File: src/rtl/muldiv_sequencer.sv
// muldiv_sequencer
//   Multi-cycle sequencer for the RV32 M-extension operations, used in the EX stage.
//   Multiplies form a registered sign-extended 64-bit product. Divides run a
//   32-step restoring divider followed by a sign-fix cycle.
//
// Ports
//   CLK         rising-edge clock
//   RESET       synchronous, active-high
//   start       EX stage holds an M-extension op (level, held while stalled)
//   alu_opcode  01000..01111 = MUL,MULH,MULHU,MULHSU,DIV,DIVU,REM,REMU
//   operand_a   rs1: multiplicand / dividend
//   operand_b   rs2: multiplier / divisor
//   flush       abort the operation in flight, no done pulse
//   stall       freeze IF/ID/EX (combinational from start)
//   busy        FSM is in MUL, DIV or FIX
//   done        one-cycle pulse, result valid
//   result      operation result, held until overwritten by a later op
//
// Build option
//   MULDIV_DIV_FASTPATH_EN: divide-by-zero and signed overflow complete
//   straight from IDLE (done at cycle 1) instead of after the full divide.

module muldiv_sequencer #(
    parameter int unsigned XLEN = 32
) (
    input  logic            CLK,
    input  logic            RESET,
    input  logic            start,
    input  logic [4:0]      alu_opcode,
    input  logic [XLEN-1:0] operand_a,
    input  logic [XLEN-1:0] operand_b,
    input  logic            flush,
    output logic            stall,
    output logic            busy,
    output logic            done,
    output logic [XLEN-1:0] result
);

`ifdef MULDIV_DIV_FASTPATH_EN
    localparam bit FASTPATH = 1'b1;
`else
    localparam bit FASTPATH = 1'b0;
`endif

    localparam logic [XLEN-1:0] ONE     = {{(XLEN-1){1'b0}}, 1'b1};
    localparam logic [XLEN-1:0] MIN_INT = {1'b1, {(XLEN-1){1'b0}}};

    typedef enum logic [2:0] {S_IDLE, S_MUL, S_DIV, S_FIX, S_DONE} state_t;

    state_t          state, state_next;
    logic [1:0]      fn_q;
    logic [XLEN-1:0] a_q, b_q, rem_q, quo_q, dvs_q;
    logic [4:0]      cnt_q;

    // Returns {hit, value} for divide-by-zero and signed-overflow cases.
    // fn[1] selects remainder, fn[0] selects unsigned.
    function automatic logic [XLEN:0] special_case(input logic [1:0] fn,
                                                   input logic [XLEN-1:0] a,
                                                   input logic [XLEN-1:0] b);
        logic            hit;
        logic [XLEN-1:0] val;
        hit = 1'b0;
        val = '0;
        if (b == '0) begin
            hit = 1'b1;
            val = fn[1] ? a : '1;
        end else if (!fn[0] && a == MIN_INT && b == '1) begin
            hit = 1'b1;
            val = fn[1] ? '0 : MIN_INT;
        end
        return {hit, val};
    endfunction

    function automatic logic [XLEN-1:0] magnitude(input logic [XLEN-1:0] v, input logic sgn);
        return (sgn && v[XLEN-1]) ? (~v + ONE) : v;
    endfunction

    logic            op_valid, op_is_div, fast_hit;
    logic [XLEN:0]   sp_in, sp_q;

    assign op_valid  = (alu_opcode[4:3] == 2'b01);
    assign op_is_div = alu_opcode[2];
    assign sp_in     = special_case(alu_opcode[1:0], operand_a, operand_b);
    assign fast_hit  = FASTPATH && op_is_div && sp_in[XLEN];
    assign sp_q      = special_case(fn_q, a_q, b_q);

    // Multiply: sign-extending to 2*XLEN and keeping the low 2*XLEN bits of the
    // product is identical to the 33x33 signed product.
    logic [2*XLEN-1:0] a_ext, b_ext, prod;
    logic [XLEN-1:0]   mul_res;

    always_comb begin
        a_ext   = {{XLEN{fn_q[0] & a_q[XLEN-1]}}, a_q};
        b_ext   = {{XLEN{(fn_q == 2'b01) & b_q[XLEN-1]}}, b_q};
        prod    = a_ext * b_ext;
        mul_res = (fn_q == 2'b00) ? prod[XLEN-1:0] : prod[2*XLEN-1:XLEN];
    end

    // Restoring divide step. When the trial subtract succeeds the true
    // difference is below the divisor, so XLEN-bit arithmetic is exact.
    logic [XLEN:0]   rem_sh;
    logic            ge;
    logic [XLEN-1:0] rem_nx, quo_nx, fix_res;
    logic            div_signed;

    always_comb begin
        rem_sh     = {rem_q, quo_q[XLEN-1]};
        ge         = (rem_sh >= {1'b0, dvs_q});
        rem_nx     = ge ? (rem_sh[XLEN-1:0] - dvs_q) : rem_sh[XLEN-1:0];
        quo_nx     = {quo_q[XLEN-2:0], ge};
        div_signed = ~fn_q[0];
        if (sp_q[XLEN])
            fix_res = sp_q[XLEN-1:0];
        else if (fn_q[1])
            fix_res = (div_signed && a_q[XLEN-1]) ? (~rem_q + ONE) : rem_q;
        else
            fix_res = (div_signed && (a_q[XLEN-1] ^ b_q[XLEN-1])) ? (~quo_q + ONE) : quo_q;
    end

    always_ff @(posedge CLK) begin
        if (RESET) state <= S_IDLE;
        else       state <= state_next;
    end

    always_comb begin
        state_next = state;
        busy       = 1'b0;
        done       = 1'b0;
        case (state)
            S_IDLE: begin
                if (start && op_valid) begin
                    if (!op_is_div)    state_next = S_MUL;
                    else if (fast_hit) state_next = S_DONE;
                    else               state_next = S_DIV;
                end
            end
            S_MUL: begin
                busy       = 1'b1;
                state_next = S_DONE;
            end
            S_DIV: begin
                busy = 1'b1;
                if (cnt_q == 5'd0) state_next = S_FIX;
            end
            S_FIX: begin
                busy       = 1'b1;
                state_next = S_DONE;
            end
            S_DONE: begin
                done       = 1'b1;
                state_next = S_IDLE;
            end
            default: state_next = S_IDLE;
        endcase
        if (flush) state_next = S_IDLE;
        stall = (start && op_valid && state == S_IDLE) || busy;
    end

    always_ff @(posedge CLK) begin
        if (RESET) begin
            fn_q   <= '0;
            a_q    <= '0;
            b_q    <= '0;
            rem_q  <= '0;
            quo_q  <= '0;
            dvs_q  <= '0;
            cnt_q  <= '0;
            result <= '0;
        end else if (!flush) begin
            case (state)
                S_IDLE: begin
                    if (start && op_valid) begin
                        fn_q  <= alu_opcode[1:0];
                        a_q   <= operand_a;
                        b_q   <= operand_b;
                        rem_q <= '0;
                        quo_q <= magnitude(operand_a, ~alu_opcode[0]);
                        dvs_q <= magnitude(operand_b, ~alu_opcode[0]);
                        if (op_is_div) cnt_q <= 5'd31;
                        if (fast_hit)  result <= sp_in[XLEN-1:0];
                    end
                end
                S_MUL: result <= mul_res;
                S_DIV: begin
                    rem_q <= rem_nx;
                    quo_q <= quo_nx;
                    if (cnt_q != 5'd0) cnt_q <= cnt_q - 5'd1;
                end
                S_FIX: result <= fix_res;
                default: ;
            endcase
        end
    end

endmodule

File: config.mk
export PLATFORM = sky130hd
export DESIGN_NAME = muldiv_sequencer
export DESIGN_NICKNAME = d
export VERILOG_FILES = /design/src/rtl/muldiv_sequencer.sv
export SDC_FILE = /design/constraint.sdc
export NUM_CORES = 2
export LEC_CHECK = 0
export CAP_MARGIN = 20
export CORE_ASPECT_RATIO = 1.4
export CORE_MARGIN = 2
export CORE_UTILIZATION = 30
export CTS_CLUSTER_DIAMETER = 100
export CTS_CLUSTER_SIZE = 28
export DETAILED_ROUTE_END_ITERATION = 10
export HOLD_SLACK_MARGIN = 0.1
export PLACE_DENSITY = 0.42
export SETUP_SLACK_MARGIN = 0.5
export SYNTH_ARGS = -nofsm -noshare
export SYNTH_HDL_FRONTEND = slang
export SYNTH_SLANG_ARGS = --single-unit
export TNS_END_PERCENT = 30
File: constraint.sdc
create_clock -name CLK -period 9.44 [get_ports CLK]
set_input_delay 1.416 -clock CLK [delete_from_list [all_inputs] [get_ports CLK]]
set_output_delay 1.416 -clock CLK [all_outputs]
set_load 0.02 [all_outputs]
# == Word level (Yosys, flattened, before mapping) ==
# Cells that the tools add are included.
# Widths: inputs -> output; s select.
# op_classes
add_sub_neg,6
mul,1
n_lt_le_gt_ge,1
eq_ne,12
muxes,29
bitwise,10
n_reduce_logical,25
# op_table
operator,count
$mux 32,14
$pmux 32 s2,3
$add 32x1->32 const B,4
$not 32->32,4
$eq 32x32->1 const B,2
$mul 33x33->64,1
$ge 33x32->1,1
$logic_not 32->1,1
$sub 32x32->32,1
$mux 5,3
$pmux 5 s2,1
$pmux 3 s3,1
$logic_and 1x1->1,8
$ne 2x2->1 const B,4
$eq 3x2->1 const B,2
$mux 3,2
$reduce_and 3->1,2
$logic_not 5->1,1
$reduce_and 5->1,1
$reduce_bool 5->1,1
$sub 5x1->5 const B,1
$eq 2x1->1 const B,2
$mux 1,4
$reduce_and 2->1,2
other kinds (13),18
# word_totals
regBits,202
input_bits,73
out_inout_bits,35
word_cells,93

# == Longest topological paths before layout ==
# depth
ltp_word,7
ltp_mapped,31
ltp_nobuf,28

# == Worst setup path after synthesis ==
# No wires, ideal clock.
# synth_path
path_kind,register -> register
from,register a_q[31]
to,register result[26]
setup_ns,0.115
t_arrival_ns,7.931
required_time_ns,9.325
path_slack_ns,1.394
path_stages_with_launch,28
n_path_buf,3
period_less_slack_ns,8.046
path_cell_list,dfxtp_1 clkbuf_1 and2_1 clkbuf_1 nand2_1 inv_1 fa_1 fa_1 fa_1 inv_1 fa_1 inv_1 fa_1 fa_1 inv_1 fa_1 fa_1 inv_1 ha_1 clkbuf_1 nand2_1 or4_1 nor2_1 nand3_1 a31oi_1 a21oi_1 mux2i_1 a2111oi_0
# synth_between
elab_chain_cells,7
word_cells_on_any_way,18
classes_between,1 x mul; 1 x eq/ne; 10 x mux; 2 x bitwise; 4 x reduce/logical
# synth_rtl
element,line,text
from (decl),52,"logic [XLEN-1:0] a_q, b_q, rem_q, quo_q, dvs_q;"
from (signal assigned),174,a_q <= operand_a;
"parallel branches: the longest is 6 deep, another holds $mul 33x33->64",n/a,
$pmux 32 s2 *,170,case (state)
to (signal assigned),180,if (fast_hit) result <= sp_in[XLEN-1:0];
to (signal assigned),183,S_MUL: result <= mul_res;
to (signal assigned),189,S_FIX: result <= fix_res;
to (decl),36,output logic [XLEN-1:0] result
# Every way passes the cells marked *.
# A chain may end at the register's enable or synchronous reset.

# == Worst setup path after layout ==
# layout_path
from,register b_q[17]
to,register result[25]
# layout_between
elab_chain_cells,6
word_cells_on_any_way,11
classes_between,1 x mul; 1 x eq/ne; 7 x mux; 2 x reduce/logical
# layout_rtl
element,line,text
from (decl),52,
from (signal assigned),175,b_q <= operand_b;
"parallel branches: the longest is 5 deep, another holds $mul 33x33->64",n/a,
$pmux 32 s2 *,170,
# Marks and branches as above.

==> flow_summary.toml <==
[floorplan]
coreArea_mm2 = 0.170
dieArea_mm2 = 0.174
row_count = 179
ios = 108
die_h_um = 493
start_util_pct = 30.2
fp.dieW_um = 353

[yosys]
synthFlopType = "dfxtp_1"
synth_seq_cells = 201
synthArstFlopShare_pct = 0
ys_seq_area_share_pct = 7.85
yosysUniqueCellTypes = 72
netlist_area_mm2 = 0.0513
synth_edf_count = 0
netlist.area_leader.share_pct = 44.0
syn-mean-instance-area_um2 = 8.42
synth_area_leaders = "fa_1 44%, inv_1 8.9%, dfxtp_1 7.9%, nand2_1 7.7%, ha_1 6.1%"
synthesis.nets = 7540
syn_inst = 6090
yosysWarningCount = 0
synth_top_cell_by_area = "fa_1"

[cells_and_area]
nets = 7408
mostFrequentLayoutCells = "1208 x inv_1, 1125 x fa_1, 1053 x nand2_1"
drive_gt1_share_pct = 4.01
layout.cells.most_common = "inv_1"
final_area_mm2 = 0.0555
area_growth_syn_to_layout_pct = 8.22
fin_cells = 8229

[route]
wl_per_cell_um = 22.5
route.met3.wl_um = 5210
drt-met1-wl_um = 74400
drtIter0Drc = 2293
ant_nets = 0
met2_length_um = 99200
vias_per_cell = 4.94
drt-pass1-iter-count = 6
drt_wl_total_um = 185000
via_count = 40700
remaining_drc_errors = 0
highest_layer = "met4"

[critical_path]
crit_path_max_fanout = 21
worstRegToRegCells = 20
crit_path_end = "result[25]$_SDFFE_PP0P_"
cp-start-kind = "register"
critical_path_class = "reg2reg"
reg2reg_to = "result[25]$_SDFFE_PP0P_"
r2r_start = "b_q[17]$_SDFFE_PP0P_"
worstPathArrival_ns = 9.04
crit_start = "b_q[17]$_SDFFE_PP0P_"
required_ns = 9.87
crit_path_end_kind = "register"
worst-r2r-setup-slack_ns = 0.83

[placement]
dp_hpwl_um = 154000
placed_area_mm2 = 0.0549
dp.cells = 8202
place.gp.congestion = 0.919
io_buffers = 107

[grt]
antenna_found_initial = 3
grt_use_total_pct = 21.5
overflow = 0
grt_pass1_vias = 44200
grt_max_degree = 84
grt_first_pass_wirelength_um = 283000

[clock_tree]
clk_latency_ns = 0.58
cts_sinks = 201
numCtsBuffers = 14
clk_path_buf_depth = 3
clock_tree.root_cell = "clkbuf_16"
cts_tree = "done"
htreeDepth = 1
hold_buffers = 0
cts.reportedPaths.clkPinSlew_ns = 0.12

[timing]
max_slew.worst_pin.slew_ns = 1.03
report.final.slew_viol_count = 0
setup_viol = 0
slew_headroom_pct = 31.5
fin_crit_sh_pct = 91.3
rsz0062_at_grt = "true"
min_period_ns = 8.61
tns_ns = 0
fmax_mhz = 116
clock_skew_ns = 0.0533
hold_violations = 0

[worst_hold_path]
hp-class = "reg2reg"
hold_depth = 2

[flow_run]
cap_violations = 0

[run_status]
outcome = "finished, final reports clean"

[pwr]
max-vdd-ir-drop_mv = 0.115
leakagePower_uw = 0.0243
p_per_area_mw_per_mm2 = 42.6
==> worst max-delay path, stage by stage, from the launching register on <==
cell and delay, ns:
dfxtp_1 0.99, buf_4 0.31, buf_4 0.21, and3_1 0.19, fa_1 0.50, fa_1 0.59, fa_1 0.50, inv_1 0.40
fa_1 0.53, fa_1 0.59, fa_1 0.44, fa_1 0.49, fa_1 0.52, inv_1 0.05, ha_1 0.32, a2111oi_0 0.69
nand2_1 0.11, a21oi_1 0.35, nor3_1 0.09, nor3_1 0.49, o31ai_1 0.11
==> area by class of cell <==
| cell class | count | area, um2 |
|---|---|---|
| Antenna cell | 1 | 2.50 |
| Clock buffer | 18 | 397 |
| Clock inverter | 6 | 106 |
| Fill cell | 18200 | 114000 |
| Inverter | 1209 | 4540 |
| Multi-Input combinational cell | 4278 | 41200 |
| Sequential cell | 201 | 4070 |
| Tap cell | 2262 | 2830 |
| Timing Repair Buffer | 254 | 2300 |
==> Yosys cell counts, types with 29 or more instances <==
cell type,count
a211oi_1,84
a21o_1,50
a21oi_1,293
and2_1,283
and3_1,33
clkbuf_1,379
dfxtp_1,201
fa_1,1126
ha_1,251
inv_1,1209
nand2_1,1054
nand3_1,34
nor2_1,262
nor3_1,53
nor4_1,29
o21ai_0,138
o31ai_1,29
xnor2_1,113
xor2_1,88
==> cell families (layout without fill, tap and decap cells) <==
family                   count (synthesis)  in the layout  synth area share (%)
AND/OR/NAND/NOR                       1896           1896                  16.8
buffers and inverters                 1611           1487                  11.8
adder cells (fa/ha/maj)               1377           1377                  50.1
AO/OA/AOI/OAI                          791            791                  9.72
XOR/XNOR                               201            201                  3.43
flip-flops                             201            201                  7.85
multiplexers                            13             13                 0.256
other                                    0              1                     0
==> worst min path at each step <==
stage                                start                     end  slack [ns]
finish                b_q[24]$_SDFFE_PP0P_    b_q[24]$_SDFFE_PP0P_        0.47
global placement      b_q[30]$_SDFFE_PP0P_    b_q[30]$_SDFFE_PP0P_        0.45
global route          b_q[24]$_SDFFE_PP0P_    b_q[24]$_SDFFE_PP0P_        0.49
detailed placement    b_q[24]$_SDFFE_PP0P_    b_q[24]$_SDFFE_PP0P_        0.45
floorplan           dvs_q[30]$_SDFFE_PP0P_  dvs_q[30]$_SDFFE_PP0P_        0.43
CTS                   b_q[24]$_SDFFE_PP0P_    b_q[24]$_SDFFE_PP0P_        0.47
==> stage by stage <==
stage,setup slack [ns],hold slack (ns),power (uW),utilization [%]
floorplan,1.39,0.432,1320,-
global placement,0.682,0.448,1610,32.3
detailed placement,0.784,0.451,1600,32.3
CTS,0.682,0.469,2390,32.6
global route,0.484,0.490,2450,32.7
finish,0.826,0.469,2360,32.7
==> per-layer routing <==
layer,GRT usage (%),vias to the layer above
met3,1.15,235
met2,40.7,859
met1,26.0,21300
li1,-,18200
met4,6.24,0
met5,0,-
==> report_power, final <==
group / switching (uW) / internal [uW]
registers: 50.9 / 863
logic: 447 / 225
clock network: 445 / 328
==> timing repair <==
item | in CTS | in global routing
resized for setup | 0 | 13
endpoints found under the setup margin | 0 | 5
setup buffers | 0 | 2
==> flip-flops by register name (all words and copies together), names as in the netlist <==
signal	count
cnt_q	5
state	3
quo_q	32
b_q	32
a_q	32
dvs_q	31
fn_q	2
result	32
rem_q	32
No activity file was read; power rests on OpenSTA's default activity.
